==> src/rtl/mips_pkg.sv <==
// Shared encodings for the pipeline back end.
// Contents: load-size and result-source encodings, plus the architectural
// word width that the load aligner is built around.
package mips_pkg;

  localparam int WORD_W = 32;

  typedef enum logic [1:0] {
    LD_BYTE = 2'b00,
    LD_HALF = 2'b01,
    LD_WORD = 2'b10,
    LD_RSVD = 2'b11
  } ld_size_e;

  typedef enum logic {
    SEL_ALU = 1'b0,
    SEL_MEM = 1'b1
  } src_sel_e;

endpackage

==> src/rtl/wb_stage_load_align.sv <==
// load_align: combinational load-field extraction and misalignment check.
// Ports:
//   mem_data   - raw aligned memory word (big-endian byte order)
//   ld_size    - LD_BYTE / LD_HALF / LD_WORD / LD_RSVD
//   ld_signed  - sign-extend (1) or zero-extend (0) sub-word loads
//   addr_lo    - low two bits of the load address
//   data       - extracted, extended load value
//   misaligned - access cannot be performed at this address/size
module load_align
  import mips_pkg::*;
(
  input  logic [WORD_W-1:0] mem_data,
  input  logic [1:0]        ld_size,
  input  logic              ld_signed,
  input  logic [1:0]        addr_lo,
  output logic [WORD_W-1:0] data,
  output logic              misaligned
);

  logic [7:0]  byte_sel;
  logic [15:0] half_sel;

  // Big-endian: address 0 is the most significant byte.
  always_comb begin
    byte_sel = 8'h00;
    case (addr_lo)
      2'd0:    byte_sel = mem_data[31:24];
      2'd1:    byte_sel = mem_data[23:16];
      2'd2:    byte_sel = mem_data[15:8];
      default: byte_sel = mem_data[7:0];
    endcase
  end

  assign half_sel = addr_lo[1] ? mem_data[15:0] : mem_data[31:16];

  always_comb begin
    data       = mem_data;
    misaligned = 1'b0;
    case (ld_size)
      LD_BYTE: data = {{24{ld_signed & byte_sel[7]}}, byte_sel};
      LD_HALF: begin
        data       = {{16{ld_signed & half_sel[15]}}, half_sel};
        misaligned = addr_lo[0];
      end
      LD_WORD: misaligned = (addr_lo != 2'd0);
      default: misaligned = 1'b1;
    endcase
  end

endmodule

==> src/rtl/wb_stage.sv <==
// wb_stage: write-back pipeline register.
// Takes one transaction per cycle from MEM, selects ALU result or aligned
// load data, and registers the register-file write port, the forwarding
// bus, the misalignment pulse and the retire counter.
// Ports:
//   clk, rst                 - clock, async active-high reset
//   in_valid / in_ready      - handshake from MEM (in_ready = !stall)
//   stall, in_flush          - hold request from decode, discard current txn
//   in_rd, in_rd_we, in_sel  - destination, write enable, result source
//   in_alu, in_mem_data      - ALU result, raw memory word
//   in_ld_size, in_ld_signed, in_addr_lo - load shape
//   we, reg_w, bus_w         - register-file write port
//   fwd_valid/fwd_reg/fwd_data - forwarding copy of the write port
//   misalign_err             - one-cycle pulse on a misaligned load
//   retire_cnt               - retired instruction count (wraps)
module wb_stage
  import mips_pkg::*;
#(
  parameter int DATA_W = 32,
  parameter int REG_AW = 5
) (
  input  logic              clk,
  input  logic              rst,
  input  logic              in_valid,
  output logic              in_ready,
  input  logic              stall,
  input  logic              in_flush,
  input  logic [REG_AW-1:0] in_rd,
  input  logic              in_rd_we,
  input  logic              in_sel,
  input  logic [DATA_W-1:0] in_alu,
  input  logic [DATA_W-1:0] in_mem_data,
  input  logic [1:0]        in_ld_size,
  input  logic              in_ld_signed,
  input  logic [1:0]        in_addr_lo,
  output logic              we,
  output logic [REG_AW-1:0] reg_w,
  output logic [DATA_W-1:0] bus_w,
  output logic              fwd_valid,
  output logic [REG_AW-1:0] fwd_reg,
  output logic [DATA_W-1:0] fwd_data,
  output logic              misalign_err,
  output logic [31:0]       retire_cnt
);

  logic [DATA_W-1:0] ld_data;
  logic              ld_mis;
  logic              is_load;
  logic              mis;
  logic              live;
  logic [DATA_W-1:0] result;
  logic [31:0]       cnt_q;

  load_align u_load_align (
    .mem_data   (in_mem_data),
    .ld_size    (in_ld_size),
    .ld_signed  (in_ld_signed),
    .addr_lo    (in_addr_lo),
    .data       (ld_data),
    .misaligned (ld_mis)
  );

  assign in_ready = !stall;
  assign is_load  = (in_sel == SEL_MEM);
  assign mis      = is_load && ld_mis;
  assign result   = is_load ? ld_data : in_alu;

  // Flushed transactions are handshaken but otherwise invisible.
  assign live = in_valid && in_ready && !in_flush;

  always_ff @(posedge clk or posedge rst) begin
    if (rst) begin
      we           <= 1'b0;
      reg_w        <= '0;
      bus_w        <= '0;
      misalign_err <= 1'b0;
      cnt_q        <= '0;
    end else begin
      we           <= 1'b0;
      misalign_err <= 1'b0;
      if (live) begin
        we           <= in_rd_we && (in_rd != '0) && !mis;
        reg_w        <= in_rd;
        bus_w        <= result;
        misalign_err <= mis;
        cnt_q        <= cnt_q + 32'd1;
      end
    end
  end

  assign fwd_valid  = we;
  assign fwd_reg    = reg_w;
  assign fwd_data   = bus_w;
  assign retire_cnt = cnt_q;

endmodule

==> config.mk <==
export PLATFORM = sky130hd
export DESIGN_NAME = wb_stage
export DESIGN_NICKNAME = d
export VERILOG_FILES = /design/src/rtl/mips_pkg.sv /design/src/rtl/wb_stage_load_align.sv /design/src/rtl/wb_stage.sv
export SDC_FILE = /design/constraint.sdc
export NUM_CORES = 1
export LEC_CHECK = 0
export CORE_MARGIN = 2
export CORE_UTILIZATION = 38
export CTS_BUF_LIST = sky130_fd_sc_hd__clkbuf_8 sky130_fd_sc_hd__clkbuf_16
export DETAILED_ROUTE_END_ITERATION = 12
export PLACE_DENSITY = 0.78
export SKIP_LAST_GASP = 1
export SYNTH_ARGS = -nofsm -noshare
export SYNTH_HDL_FRONTEND = slang
export SYNTH_SLANG_ARGS = --single-unit
==> constraint.sdc <==
create_clock -name clk -period 2.3 [get_ports clk]
set_clock_uncertainty 0.2 [all_clocks]
set_input_delay 0.46 -clock clk [delete_from_list [all_inputs] [get_ports clk]]
set_output_delay 0.46 -clock clk [all_outputs]
set_load 0.01 [all_outputs]
==> results.cfg, run 1 <==
[critical_path]
cp-start-kind = flip-flop
crit_slowest_cell = clkdlybuf4s50_1
crit_family = buffers and inverters
required_ns = 1.64
arrival_ns = 1.49
path_cells = clkdlybuf4s50_1
slowest_delay_ns = 0.60
endpoint_kind = output pin
rrSetupSlack_ns = 0.30
critical_path_class = flip-flop to output pin
critical_path.max_fanout = 9
cp.buffers_inverters = 1

[floorplan]
die_w_um = 107
core_um2 = 10400
num_io_pins = 191
rows = 37
initial_core_util = 0.392
die_y_um = 107
dieArea_um2 = 11500

[synthesis]
synth_top_area_cell = dfrtp_1
synth_top_family_by_area = simple AND/OR/NAND/NOR gates
synth_compound_area_frac = 0.157
syn_nets = 506
ys_seq_area_frac = 0.438
post_synth_num_cell_types = 43
syn_area_um2 = 4060
synthSimpleGateAreaFrac = 0.190
synth.area.top_cells = dfrtp_1, buf_4, xnor2_1
synth_common_cells = dfrtp_1, nor2_1, buf_4
synth_edf_count = 0
synthAdderAreaFrac = 0.00308
synthFlopType = dfrtp_1
synth-async-reset-ratio = 1.00
avgSynthCellArea_um2 = 9.58
synth_xor_area_frac = 0.0669
syn_inst = 424
synthMostInstantiatedCell = dfrtp_1
synth_seq_cells = 71
synth.top_cell.area_share = 0.438
synth_warnings = 0
synth_mux_area_frac = 0.0394

[job]
drv_cap = 0

[power]
power.density_nw_per_um2 = 613
peakVddDrop_mv = 0.316
fin_total_pwr_mw = 3.83
p_leak_nw = 2.64

[route]
vias_per_cell = 5.37
ant_nets = 0
drc_errors = 0
detailedRoute.firstIterationViolations = 207
dr.pass1.iters = 5
drt_wl_total_mm = 12.9
wl_per_cell_um = 17.6
via_count = 3945

[sta]
rsz0062_at_grt = false
hold_violations = 0
setup_violations = 0
min_period_ns = 2.15
fin_crit_sh = 0.934
slew_violations = 0
fmax_ghz = 0.466
max_slew.worst_pin.slew_ns = 0.612
max-slew-margin-rel = 0.591

[cts]
cts_buffer_depth = 2
hold_buffers = 0
clock-sinks = 71
cts_made_buffers = 9
clkSlewWorstSetupHoldPaths_ns = 0.09
clock_latency_ns = 0.35
cts_max_level = 3
cts_tree = built
postCtsSetupBuffers = 0
cts_root_buf = clkbuf_8

[global_route]
grt_pass1_wl_mm = 19.8
gr-usage-all-layers = 0.220
grt_max_degree = 72
gr-total-overflow = 0
antenna_found_initial = 0
grt_pass1_vias = 3930

[layout]
drive_gt1_frac = 0.115
final_nets = 676
final_area_um2 = 6240
syn_to_final_growth_pct = 53.8
nFillCells = 898
fin_cells = 735
diodes = 0

[placement]
placed_cells = 719
io_buffer_count = 190
hpwl_mm = 9.64
place_area_um2 = 6050
place_congestion = 0.869

[hold_path]
hold_class = flip-flop to flip-flop

[run_status]
status = completed
[worst paths after layout]
path | start | endpoint | depth (start not counted)
min in group asynchronous | rst | retire_cnt[15] | 3
min reg2reg | retire_cnt[31] | retire_cnt[31] | 1
max | retire_cnt[16] | retire_cnt[16] | 1
max in group asynchronous | rst | bus_w[13] | 3
max reg2reg | retire_cnt[0] | retire_cnt[18] | 5
min | retire_cnt[31] | retire_cnt[31] | 1
[layer usage]
| metal | vias up | part of all wire | GRT usage |
|---|---|---|---|
| met5 | - | 0 | 0 |
| met4 | 0 | 0.013 | 0.0659 |
| met3 | 18 | 0.075 | 0.0527 |
| met2 | 178 | 0.51 | 0.386 |
| met1 | 1922 | 0.40 | 0.269 |
| li1 | 1827 | - | - |
[kinds of logic after synthesis]
group / after synthesis
and+or+nand+nor: 138
AOI/OAI and AO/OA: 95
buffers and inverters: 72
DFF: 71
xor gates and xnor gates: 31
muxes: 16
adders and majority gates: 1
[cell usage in the layout (no fill, tap or decap), types with 2 or more instances in the layout]
| cell | Yosys | routed |
|---|---|---|
| nor2b_1 | 8 | 8 |
| nor2_1 | 40 | 40 |
| mux2i_1 | 16 | 16 |
| xor2_1 | 4 | 4 |
| clkinvlp_4 | 0 | 3 |
| nand3_1 | 13 | 13 |
| or3b_2 | 6 | 6 |
| o221ai_1 | 7 | 7 |
| a21oi_1 | 29 | 29 |
| and3_1 | 8 | 8 |
| buf_4 | 39 | 29 |
| o22ai_1 | 7 | 7 |
| and4_1 | 4 | 4 |
| inv_1 | 7 | 6 |
| nand4_1 | 14 | 14 |
| inv_6 | 0 | 2 |
| clkbuf_8 | 0 | 9 |
| a211oi_1 | 3 | 3 |
| nor4_4 | 4 | 4 |
| a221oi_1 | 21 | 21 |
| a211oi_2 | 2 | 2 |
| xnor2_1 | 27 | 27 |
| o21ai_0 | 20 | 20 |
| dfrtp_1 | 71 | 71 |
| and2_1 | 2 | 2 |
| inv_8 | 0 | 2 |
| nand2_1 | 30 | 30 |
| clkdlybuf4s50_1 | 0 | 189 |
| buf_12 | 0 | 5 |
[timing repair]
item | 4_1_cts | 5_1_grt
gates resized for setup | 0 | 1
setup endpoints to repair | 0 | 1
endpoints found under the hold margin | 0 | 0
[layout make-up]
class / count / area, µm² / area share
well taps: 136 / 170 / 0.0273
multi-input cells: 281 / 1860 / 0.297
inverters: 7 / 30.0 / 0.00481
clock buffers: 9 / 124 / 0.0198
clock inverters: 7 / 63.8 / 0.0102
flip-flops and latches: 71 / 1780 / 0.285
repair buffers: 224 / 2220 / 0.356
[stage by stage]
stage,hold slack [ns],setup TNS (ns),util,setup WS (ns)
floorplan,0.308,0,-,0.341
global placement,0.267,-2.55,0.584,-0.143
detailed placement,0.263,-4.32,0.584,-0.212
CTS,0.280,0,0.602,0.0430
global route,0.301,0,0.602,0.0573
finish,0.277,0,0.602,0.152
[power breakdown]
part	switching (mW)	leakage [nW]	internal [mW]	total (mW)
registers	0.179	0.889	1.41	1.59
logic	0.512	1.66	0.769	1.28
clock network	0.547	0.0903	0.416	0.963
Note: power is estimated with default switching activity, not from simulation.
==> run 2, diff against run 1 <==
CORE_MARGIN = 1.5   (was 2)
TNS_END_PERCENT = 5   (was unset)
==> run 2 against run 1 <==
Total power fell by 1.9%; combinational power is essentially flat; utilization down 0.32 points; register-to-register slack improved by 0.04 ns; wire length fell by 1.6%; die area decreased by 1.9%; sequential cell count did not move; via count shrank 2.2%; non-clock buffer count is 5 lower; first-iteration DRC count is 7.7% higher.
==> results.cfg, run 2 (synthesis results as in run 1) <==
[route]
drt_wl_total_mm = 12.7
detailedRoute.firstIterationViolations = 223
wl_per_cell_um = 17.4
via_count = 3857
ant_nets = 0
vias_per_cell = 5.28
dr.pass1.iters = 5
drc_errors = 0

[power]
switching_share = 0.305
p_int_mw = 2.61
power.density_nw_per_um2 = 608
pwr-share-seq = 0.420
fin_total_pwr_mw = 3.76
clock_power_share = 0.240
peakVddDrop_mv = 0.324
p_leak_nw = 2.62
p_comb_frac = 0.340
power.switching_mw = 1.15

[floorplan]
die_y_um = 106
dieArea_um2 = 11300
core_um2 = 10300
num_io_pins = 191
rows = 37
initial_core_util = 0.393
die_w_um = 106

[critical_path]
arrival_ns = 1.47
crit_slowest_cell = clkdlybuf4s50_1
path_cells = clkdlybuf4s50_1
crit_family = buffers and inverters
cp.buffers_inverters = 1
required_ns = 1.64
endpoint_kind = output pin
slowest_delay_ns = 0.60
critical_path.max_fanout = 9
critical_path_class = flip-flop to output pin
cp-start-kind = flip-flop

[sta]
setup_violations = 0
hold_violations = 0
max_slew.worst_pin.slew_ns = 0.383
slew_violations = 0
max-slew-margin-rel = 0.744
fmax_ghz = 0.469
fin_crit_sh = 0.926
fin_hold_ws_ns = 0.269
min_period_ns = 2.13
rsz0062_at_grt = false

[cts]
cts_max_level = 3
clkSlewWorstSetupHoldPaths_ns = 0.07
cts_tree = built
cts_buffer_depth = 2
clock-sinks = 71
cts_root_buf = clkbuf_8
cts_made_buffers = 9
clock_latency_ns = 0.34

[layout]
drive_gt1_frac = 0.104
nFillCells = 881
final_cell_mix = clkdlybuf4s50_1, dfrtp_1, nor2_1, nand2_1, a21oi_1
mostFrequentLayoutCell = clkdlybuf4s50_1
final_nets = 671
syn_to_final_growth_pct = 52.3
diodes = 0

[global_route]
grt_max_degree = 72
gr-total-overflow = 0
gr-usage-all-layers = 0.229
antenna_found_initial = 0
grt_pass1_wl_mm = 20.1
grt_pass1_vias = 3855

[placement]
hpwl_mm = 9.52
io_buffer_count = 190
place_congestion = 0.882

[hold_path]
hold_class = flip-flop to flip-flop

[run_status]
status = completed

[job]
drv_cap = 0
## run 2: changes by cell type in the layout (fill, tap and decap cells not counted), sizes merged
| cell | previous run | this run |
|---|---|---|
| buf | 34 | 29 |
| clkbuf | 9 | 11 |
| clkinv | 1 | 2 |
| clkinvlp | 3 | 2 |
| inv | 10 | 8 |
## run 2: power groups by stage
stage               Combinational (mW)  Sequential, mW  Clock, mW
finish                            1.28            1.58      0.902
global route                      1.37            1.60      0.985
CTS                               1.29            1.58      0.925
detailed placement                1.28            1.60          0
global placement                  1.26            1.59          0
floorplan                        0.541            1.64          0
## run 2: final timing paths
path,from,to,slack [ns],cells past startpoint
worst max-delay path,retire_cnt[16],retire_cnt[16],0.17,1
worst min-delay path,retire_cnt[31],retire_cnt[31],0.27,1
worst max register to register,retire_cnt[0],retire_cnt[26],0.34,5
worst min register to register,retire_cnt[31],retire_cnt[31],0.27,1
max in group asynchronous,rst,retire_cnt[25],1.23,3
min in group asynchronous,rst,retire_cnt[5],0.38,3
## run 2: metrics by stage
stage          worst slack (ns)   util  TNS, ns  instances  cell area (µm²)
5_1_grt                  0.0935  0.599        0        730             6180
2_1_floorplan             0.341      -        0        424             4060
6_report                  0.170  0.599        0        730             6180
3_5_place_dp             -0.176  0.582    -3.26        714             6000
4_1_cts                  0.0168  0.599        0        730             6180
3_3_place_gp             -0.131  0.582    -1.79        714             6000
## run 2: layout make-up
| cell class | count | area [µm²] | share of cell area |
|---|---|---|---|
| Timing Repair Buffer | 219 | 2170 | 0.351 |
| Multi-Input combinational cell | 281 | 1860 | 0.300 |
| Sequential cell | 71 | 1780 | 0.287 |
| Tap cell | 136 | 170 | 0.0275 |
| Clock buffer | 11 | 151 | 0.0245 |
| Inverter | 7 | 30.0 | 0.00486 |
| Clock inverter | 5 | 25.0 | 0.00405 |
## run 2: layer usage
layer | GRT usage | up-vias | wire length [µm]
met4 | 0.0618 | 0 | 178
met2 | 0.401 | 185 | 6390
met5 | 0 | - | 0
met3 | 0.0380 | 14 | 896
li1 | - | 1816 | -
met1 | 0.291 | 1842 | 5260
## run 2: what timing repair did
action | in CTS | in global routing
setup buffers | 0 | 0
gates resized for setup | 0 | 1
endpoints found under the setup margin | 0 | 1
hold buffers | 0 | 0
